File: config.mk
export PLATFORM = sky130hd
export DESIGN_NAME = acc_offload_issue
export DESIGN_NICKNAME = d
export VERILOG_FILES = /design/src/rtl/acc_offload_issue.sv
export SDC_FILE = /design/constraint.sdc
export NUM_CORES = 1
export LEC_CHECK = 0
export BUFFER_PORTS_ARGS = -buffer_cell sky130_fd_sc_hd__buf_2
export CAP_MARGIN = 20
export CORE_ASPECT_RATIO = 2
export CORE_MARGIN = 2
export CORE_UTILIZATION = 40
export CTS_CLUSTER_SIZE = 14
export DETAILED_ROUTE_END_ITERATION = 16
export HOLD_SLACK_MARGIN = 0.08
export SLEW_MARGIN = 20
export SYNTH_ARGS = -nofsm -noshare
export SYNTH_HDL_FRONTEND = slang
export SYNTH_SLANG_ARGS = --single-unit
File: constraint.sdc
create_clock -name clk_i -period 2.1 [get_ports clk_i]
set_clock_uncertainty 0.1 [all_clocks]
set_input_delay 0.315 -clock clk_i [delete_from_list [all_inputs] [get_ports clk_i]]
set_output_delay 0.315 -clock clk_i [all_outputs]
set_load 0.02 [all_outputs]
File: src/rtl/acc_offload_issue.sv
// rtl/acc_offload_issue.sv - offload issue stage: hazard stall, operand build, 2-entry skid buffer
package acc_offload_pkg;
  typedef enum logic {OP_RS = 1'b0, OP_IMM = 1'b1} op_sel_e;
  typedef enum logic [1:0] {IMM_I = 2'd0, IMM_S = 2'd1, IMM_U = 2'd2} imm_sel_e;

  typedef struct packed {
    logic [31:0] q_instr_data;
  } prd_req_t;

  typedef struct packed {
    logic       p_accept;
    logic [1:0] p_writeback;
    logic [2:0] p_use_rs;
    op_sel_e    p_op_a_mux;
    op_sel_e    p_op_b_mux;
    op_sel_e    p_op_c_mux;
    imm_sel_e   p_imm_a_mux;
    imm_sel_e   p_imm_b_mux;
    imm_sel_e   p_imm_c_mux;
  } prd_rsp_t;
endpackage

module acc_offload_issue
  import acc_offload_pkg::*;
#(
  parameter int unsigned DataWidth      = 32,
  parameter int unsigned MaxOutstanding = 4
) (
  input  logic                   clk_i,
  input  logic                   rst_ni,
  input  logic                   core_q_valid_i,
  output logic                   core_q_ready_o,
  input  logic [31:0]            core_q_instr_i,
  input  logic [3*DataWidth-1:0] core_q_rs_i,
  input  logic [2:0]             core_q_rs_valid_i,
  output logic                   core_k_accept_o,
  output logic                   core_k_writeback_o,
  output prd_req_t               prd_req_o,
  input  prd_rsp_t               prd_rsp_i,
  output logic                   acc_q_valid_o,
  input  logic                   acc_q_ready_i,
  output logic [31:0]            acc_q_instr_o,
  output logic [3*DataWidth-1:0] acc_q_op_o,
  input  logic                   acc_wb_done_i
);
  localparam int unsigned CntWidth = $clog2(MaxOutstanding + 1);
  localparam logic [CntWidth-1:0] CntMax = CntWidth'(MaxOutstanding);

  typedef struct packed {
    logic [31:0]            instr;
    logic [3*DataWidth-1:0] op;
  } entry_t;

  entry_t              mem_q [2];
  logic                rd_ptr_q;
  logic                wr_ptr_q;
  logic [1:0]          fill_q;
  logic [CntWidth-1:0] cnt_q;

  logic   wb;
  logic   rs_ok;
  logic   full;
  logic   push;
  logic   pop;
  logic   inc;
  logic   dec;
  entry_t new_entry;

  // Immediates are decoded from the instruction; a register operand passes rs unchanged.
  function automatic logic [DataWidth-1:0] build_op(input op_sel_e sel, input imm_sel_e imm,
                                                    input logic [DataWidth-1:0] rs,
                                                    input logic [31:0] instr);
    logic [DataWidth-1:0] res;
    res = '0;
    unique case (imm)
      IMM_I:   res = DataWidth'(signed'(instr[31:20]));
      IMM_S:   res = DataWidth'(signed'({instr[31:25], instr[11:7]}));
      IMM_U:   res = DataWidth'(signed'({instr[31:12], 12'b0}));
      default: res = '0;
    endcase
    if (sel == OP_RS) res = rs;
    return res;
  endfunction

  assign prd_req_o.q_instr_data = core_q_instr_i;

  assign wb    = prd_rsp_i.p_writeback != 2'b00;
  assign rs_ok = &(~prd_rsp_i.p_use_rs | core_q_rs_valid_i);
  assign full  = fill_q == 2'd2;
  // Fullness is judged before any same-cycle pop so ready never depends on acc_q_ready_i.
  assign push  = core_q_valid_i && prd_rsp_i.p_accept && rs_ok && !full
                 && !(wb && cnt_q == CntMax);
  assign pop   = acc_q_valid_o && acc_q_ready_i;
  assign inc   = push && wb;
  assign dec   = acc_wb_done_i && cnt_q != '0;

  assign core_q_ready_o     = core_q_valid_i && (!prd_rsp_i.p_accept || push);
  assign core_k_accept_o    = push;
  assign core_k_writeback_o = wb;

  assign new_entry.instr = core_q_instr_i;
  assign new_entry.op = {
    build_op(prd_rsp_i.p_op_c_mux, prd_rsp_i.p_imm_c_mux,
             core_q_rs_i[3*DataWidth-1:2*DataWidth], core_q_instr_i),
    build_op(prd_rsp_i.p_op_b_mux, prd_rsp_i.p_imm_b_mux,
             core_q_rs_i[2*DataWidth-1:DataWidth], core_q_instr_i),
    build_op(prd_rsp_i.p_op_a_mux, prd_rsp_i.p_imm_a_mux,
             core_q_rs_i[DataWidth-1:0], core_q_instr_i)
  };

  assign acc_q_valid_o = fill_q != 2'd0;
  assign acc_q_instr_o = mem_q[rd_ptr_q].instr;
  assign acc_q_op_o    = mem_q[rd_ptr_q].op;

  always_ff @(posedge clk_i or negedge rst_ni) begin
    if (!rst_ni) begin
      for (int i = 0; i < 2; i++) mem_q[i] <= '0;
      rd_ptr_q <= 1'b0;
      wr_ptr_q <= 1'b0;
      fill_q   <= 2'd0;
      cnt_q    <= '0;
    end else begin
      if (push) begin
        mem_q[wr_ptr_q] <= new_entry;
        wr_ptr_q        <= ~wr_ptr_q;
      end
      if (pop) rd_ptr_q <= ~rd_ptr_q;
      fill_q <= fill_q + 2'(push) - 2'(pop);
      if (inc && !dec) cnt_q <= cnt_q + 1'b1;
      else if (dec && !inc) cnt_q <= cnt_q - 1'b1;
    end
  end

  a_payload_stable: assert property (@(posedge clk_i) disable iff (!rst_ni)
    acc_q_valid_o && !acc_q_ready_i |=> $stable(acc_q_instr_o) && $stable(acc_q_op_o));
  a_no_push_full: assert property (@(posedge clk_i) disable iff (!rst_ni)
    push |-> !full);
  a_wb_done_underflow: assert property (@(posedge clk_i) disable iff (!rst_ni)
    acc_wb_done_i |-> cnt_q != '0);
endmodule

==> flow_summary.ini, run 1 <==
[synthesis]
yosysSeqAreaShare_pct = 45.1
synthTopCellsByArea = dfrtp_1, mux2_4, mux2_2, a21oi_1, buf_12
synth_top_cell_area_share_pct = 45.1
avgSynthCellArea_um2 = 13.4
synthDistinctLibCells = 35
synth_edf_count = 0
synth-async-reset-ratio_pct = 100
ys_warn_count = 0
synth_commonest_cells = dfrtp_1, mux2_4, mux2_2
netlist_instances = 1084
yosys.area.top_type = dfrtp_1
netlist_area_um2 = 14600
synth.most_common_cell = dfrtp_1
syn_nets = 1239
synthFlopType = dfrtp_1
ys_ff_latch = 263

[pwr]
internal_power_mw = 19.3
p_sw_mw = 10.5
leakage_nw = 9.32
vdd_ir_drop_max_v = 0.00123
p_comb_share_pct = 52.4
power_density_nw_per_um2 = 1530
switching_share_pct = 35.2
pwr-share-clk_pct = 17.4
p_seq_share_pct = 30.2

[grt]
grt_max_degree = 69
grt_pass1_vias = 10700
grt_pass1_wl_um = 67400
grt_antenna_before_repair = 1
grtUsageTotal_pct = 23.3
overflow = 0

[setup_path]
r2r-start = fill_q[0]
cp_data_arrival_time_ns = 1.92
required_ns = 1.68
crit_path_max_fanout = 11
crit_start = rd_ptr_q
startpoint_type = flop
crit_type = flop to output pin
end_kind = output pin

[floorplanning]
dieArea_um2 = 38100
fp.dieW_um = 139
row_count = 98
core_area_um2 = 35800
start_util_pct = 40.7
io_pins = 315
die_h_um = 274

[layout]
drive_above_1_share_pct = 60.4
area_delta_synth_final_pct = 33.3
final_nets = 1613
num-fill-cells = 3027
regArea_um2 = 6590
multi_input_area_um2 = 7050
fin_area_um2 = 19400
final_core_util_pct = 54.3

[placed_design]
dp_hpwl_um = 31500
gp_congestion = 0.834
port-buffer-count = 314
place_area_um2 = 16600

[cts]
cts.sinks = 263
cts_tree = yes
clock_path_buffers = 3
clkLatencyLatePin_ns = 0.56
cts_buffers = 27
cts.clk_slew.worst_paths_ns = 0.07
cts_max_level = 1
clockRootBuffer = clkbuf_16

[drt]
m1WireLength_um = 19100
wirelength_um = 49100
drtPass1Iterations = 5
first_iter_violations = 618
drc = 0
wl_met2_um = 25600
via_per_inst = 5.35
top_layer = met4
vias = 10300
wl_per_cell_um = 25.4
drtAntennaViolNets = 0
wl_met3_um = 2490

[timing]
slew-limit-headroom_pct = 45.1
max_freq_mhz = 428
grt_setup_unrepaired = true
finalCritPeriodShare_pct = 111
fin_ws_ns = -0.237
min_period_ns = 2.34
tightestPinTransition_ns = 0.821
setup_viol = 335
maxSlewViolCount = 0
hold_violations = 0

[worst_hold_path]
hold_start = acc_wb_done_i
hold_path_class = primary input to flop

[status]
outcome = complete, but fails checks
violations = setup timing

[flow_run]
cap_violations = 0
## state kept, by name, indices dropped and copies added (netlist names)
name,count
cnt_q,3
mem_q,256
rd_ptr_q,1
fill_q,2
wr_ptr_q,1
## metal layers
layer / global-route usage [%] / vias up
met5: 0 / -
li1: - / 4540
met4: 7.63 / 0
met3: 3.07 / 83
met2: 42.3 / 411
met1: 28.6 / 5287
## stage by stage
step | total power [mW] | cells | worst slack [ns] | TNS (ns) | hold slack, ns
floorplan | 18.0 | 1084 | 0.00579 | 0 | -0.0806
global placement | 22.0 | 1811 | -0.110 | -0.540 | 0.125
detailed placement | 22.2 | 1811 | -0.143 | -3.02 | 0.130
CTS | 28.6 | 1883 | -0.257 | -25.44 | 0.0874
global route | 31.1 | 1930 | -0.266 | -52.34 | 0.111
finish | 29.8 | 1930 | -0.237 | -31.60 | 0.0969
## power groups by stage
stage	registers, mW	clock network (mW)	logic, mW
after floorplan	8.48	0	9.52
after CTS	8.92	5.28	14.4
final	8.97	5.18	15.6
after detailed placement	9.02	0	13.1
after global placement	8.94	0	13.0
after global routing	9.28	5.48	16.3
## layout make-up
type                       count  area share [%]
multi-input combinational    670            36.3
tap                          450            2.90
antenna                        1          0.0129
sequential                   263            33.9
clock inverter                 9           0.560
inverter                      44           0.850
clock buffer                  41            4.31
timing repair buffer         452            21.2
## worst paths after layout
| kind | endpoint | slack [ns] | cells past startpoint |
|---|---|---|---|
| worst min register to register | mem_q[113] | 0.40 | 1 |
| min in group asynchronous | mem_q[134] | 0.14 | 2 |
| worst max register to register | mem_q[90] | -0.14 | 10 |
| max in group asynchronous | mem_q[165] | 0.88 | 4 |
| worst min-delay path | cnt_q[0] | 0.1 | 4 |
| worst max-delay path | acc_q_op_o[67] | -0.24 | 4 |
## critical path, cell delays in order, from the launching register on
cell and delay, ns:
dfrtp_4 0.46, buf_12 0.18, buf_16 0.15, mux2_2 0.39, buf_2 0.17
## cells in the final DEF, fill, tap and decap left out, types with 8 or more instances in the layout
cell / count
mux2_4: 270
dfrtp_1: 261
buf_2: 252
mux2_2: 118
a21oi_1: 114
buf_4: 65
nor2_1: 58
clkbuf_16: 57
buf_6: 47
inv_1: 44
buf_12: 22
o21ai_0: 21
mux2i_1: 15
o22ai_1: 15
buf_16: 14
nand3b_1: 13
dlygate4sd3_1: 12
clkbuf_8: 11
buf_8: 10
nand2_1: 8
## logic make-up (layout without fill, tap and decap cells)
group                      Yosys count  in the layout  synth area share, %
DFF                                263            263                 45.1
xor gates and xnor gates             7              7                0.421
muxes                              403            403                 37.2
and+or+nand+nor                    103            103                 3.68
other                                0              1                    0
adders and majority gates            4              4                0.395
AOI/OAI and AO/OA                  153            153                 5.48
buffers and inverters              151            546                 7.69
## repair_timing
| action | 4_1_cts | 5_1_grt |
|---|---|---|
| endpoints found under the setup margin | 132 | 361 |
| resized for setup | 93 | 100 |
| buffers inserted | 9 | 12 |
| pin swaps | 2 | 7 |
| hold buffers | 12 | 0 |
| cloned | 1 | 36 |
| endpoints found under the hold margin | 254 | 0 |
(Power assumes the default switching activity.)
==> run 2: changes to the inputs <==
- TNS_END_PERCENT: not set -> 5
==> run 2 against run 1 <==
Against the previous run: the run still ends with setup timing left; clock power about the same; combinational power decreased by 6%; non-clock buffer count decreased by 43; design area decreased by 6.0%; global-route usage decreased by 0.12 points; routed wire length decreased by 7.1%; largest cell class unchanged; fmax decreased by 0.53%; via count decreased by 3.5%; die area unchanged; critical path depth unchanged; setup slack got worse by 0.013 ns; utilization decreased by 3.3 points.
==> flow_summary.ini, run 2 (synthesis gave the netlist of run 1 again) <==
[status]
outcome = complete, but fails checks
violations = setup timing

[timing]
fin_ws_ns = -0.249
setup_viol = 129
maxSlewViolCount = 0
hold_violations = 0
grt_setup_unrepaired = true
slew-limit-headroom_pct = 43.9
finalCritPeriodShare_pct = 112
tightestPinTransition_ns = 0.840
max_freq_mhz = 426
min_period_ns = 2.35

[grt]
grt_pass1_wl_um = 67000
grt_pass1_vias = 10600
grtUsageTotal_pct = 23.2
overflow = 0
grt_max_degree = 69
grt_antenna_before_repair = 1

[pwr]
switching_share_pct = 35.3
pwr-share-clk_pct = 18.0
p_seq_share_pct = 31.1
internal_power_mw = 18.6
total_power_mw = 28.8
p_sw_mw = 10.2
power_density_nw_per_um2 = 1570
leakage_nw = 8.80
vdd_ir_drop_max_v = 0.00121
p_comb_share_pct = 50.9

[cts]
clockRootBuffer = clkbuf_16
cts_max_level = 1
cts.sinks = 263
cts_tree = yes
clkLatencyLatePin_ns = 0.55
clock_path_buffers = 3
cts.clk_slew.worst_paths_ns = 0.07
cts_buffers = 27

[floorplanning]
start_util_pct = 40.7
io_pins = 315
die_h_um = 274
row_count = 98
dieArea_um2 = 38100
core_area_um2 = 35800
fp.dieW_um = 139

[layout]
layout_common_cells = dfrtp_1, buf_2, mux2_4
reg_top3 = mem_q: 256 flops, cnt_q: 3 flops, fill_q: 2 flops
final_nets = 1570
layout_commonest_cell = dfrtp_1
fin_cells = 1887
drive_above_1_share_pct = 58.6
area_delta_synth_final_pct = 25.3
max_flop_register = mem_q
largest_reg_flops = 256

[flow_run]
cap_violations = 0

[setup_path]
r2r_setup_slack_ns = 0
crit_path_max_fanout = 11
end_kind = output pin
crit_type = flop to output pin
required_ns = 1.68
startpoint_type = flop
cp_data_arrival_time_ns = 1.93

[drt]
drc = 0
via_per_inst = 5.28
first_iter_violations = 594
drtAntennaViolNets = 0
wirelength_um = 45600
wl_per_cell_um = 24.2
vias = 9960
drtPass1Iterations = 4

[placed_design]
port-buffer-count = 314
dp_cells = 1811
gp_congestion = 0.834
dp_hpwl_um = 31500

[worst_hold_path]
hold_path_class = primary input to flop
[run 2: changes by cell type in the layout (fill, tap and decap cells not counted), sizes merged]
cell    change
clkbuf     -25
buf        -18
[run 2: layout make-up]
cell class / instances / area [um2]
Clock inverter: 9 / 109
Clock buffer: 41 / 838
Multi-Input combinational cell: 670 / 6910
Timing Repair Buffer: 409 / 3090
Antenna cell: 1 / 2.50
Fill cell: 3143 / 17500
Sequential cell: 263 / 6590
Tap cell: 450 / 563
Inverter: 44 / 165
[run 2: final timing paths]
kind,start,endpoint,cells after the start
max,rd_ptr_q,acc_q_op_o[49],4
min,core_q_rs_i[58],mem_q[186],4
max reg2reg,fill_q[1],cnt_q[2],9
min reg2reg,fill_q[1],fill_q[1],1
max in group asynchronous,rst_ni,mem_q[165],4
min in group asynchronous,rst_ni,mem_q[221],2
[run 2: repair_timing]
| action | in CTS | in global routing |
|---|---|---|
| endpoints found under the hold margin | 254 | 0 |
| resized for setup | 41 | 66 |
| cloned | 0 | 5 |
| hold buffers | 12 | 0 |
| buffers inserted | 5 | 3 |
| pin swaps | 3 | 0 |
| endpoints found under the setup margin | 132 | 208 |
[run 2: worst max-delay path, cell delays in order, from the launching register on]
cell and delay (ns):
dfrtp_4 0.48, buf_12 0.18, buf_16 0.15, mux2_2 0.38, buf_2 0.17
[run 2: through the flow]
| stage | hold WS, ns | area (um2) | setup TNS (ns) | worst slack (ns) | utilization [%] |
|---|---|---|---|---|---|
| after floorplan | -0.0806 | 14600 | 0 | 0.00579 | - |
| after global placement | 0.125 | 16600 | -0.540 | -0.110 | 46.4 |
| after detailed placement | 0.130 | 16600 | -3.02 | -0.143 | 46.4 |
| after CTS | 0.0874 | 17900 | -23.73 | -0.259 | 50.0 |
| after global routing | 0.110 | 18300 | -29.48 | -0.264 | 51.0 |
| final | 0.115 | 18300 | -23.64 | -0.249 | 51.0 |
[run 2: power by group through the flow]
stage | registers [mW] | logic (mW) | clock network, mW
final | 8.94 | 14.6 | 5.16
after global routing | 9.26 | 15.4 | 5.47
after CTS | 8.91 | 13.8 | 5.28
after detailed placement | 9.02 | 13.1 | 0
after global placement | 8.94 | 13.0 | 0
after floorplan | 8.48 | 9.52 | 0
[run 2: layer usage]
metal	up-vias	part of all wire (%)	routed length (um)	track usage, %
met4	0	3.3	1490	7.89
met5	-	0	0	0
met1	5110	40	18100	28.4
li1	4437	-	-	-
met2	345	52	23900	42.0
met3	68	4.6	2090	3.02
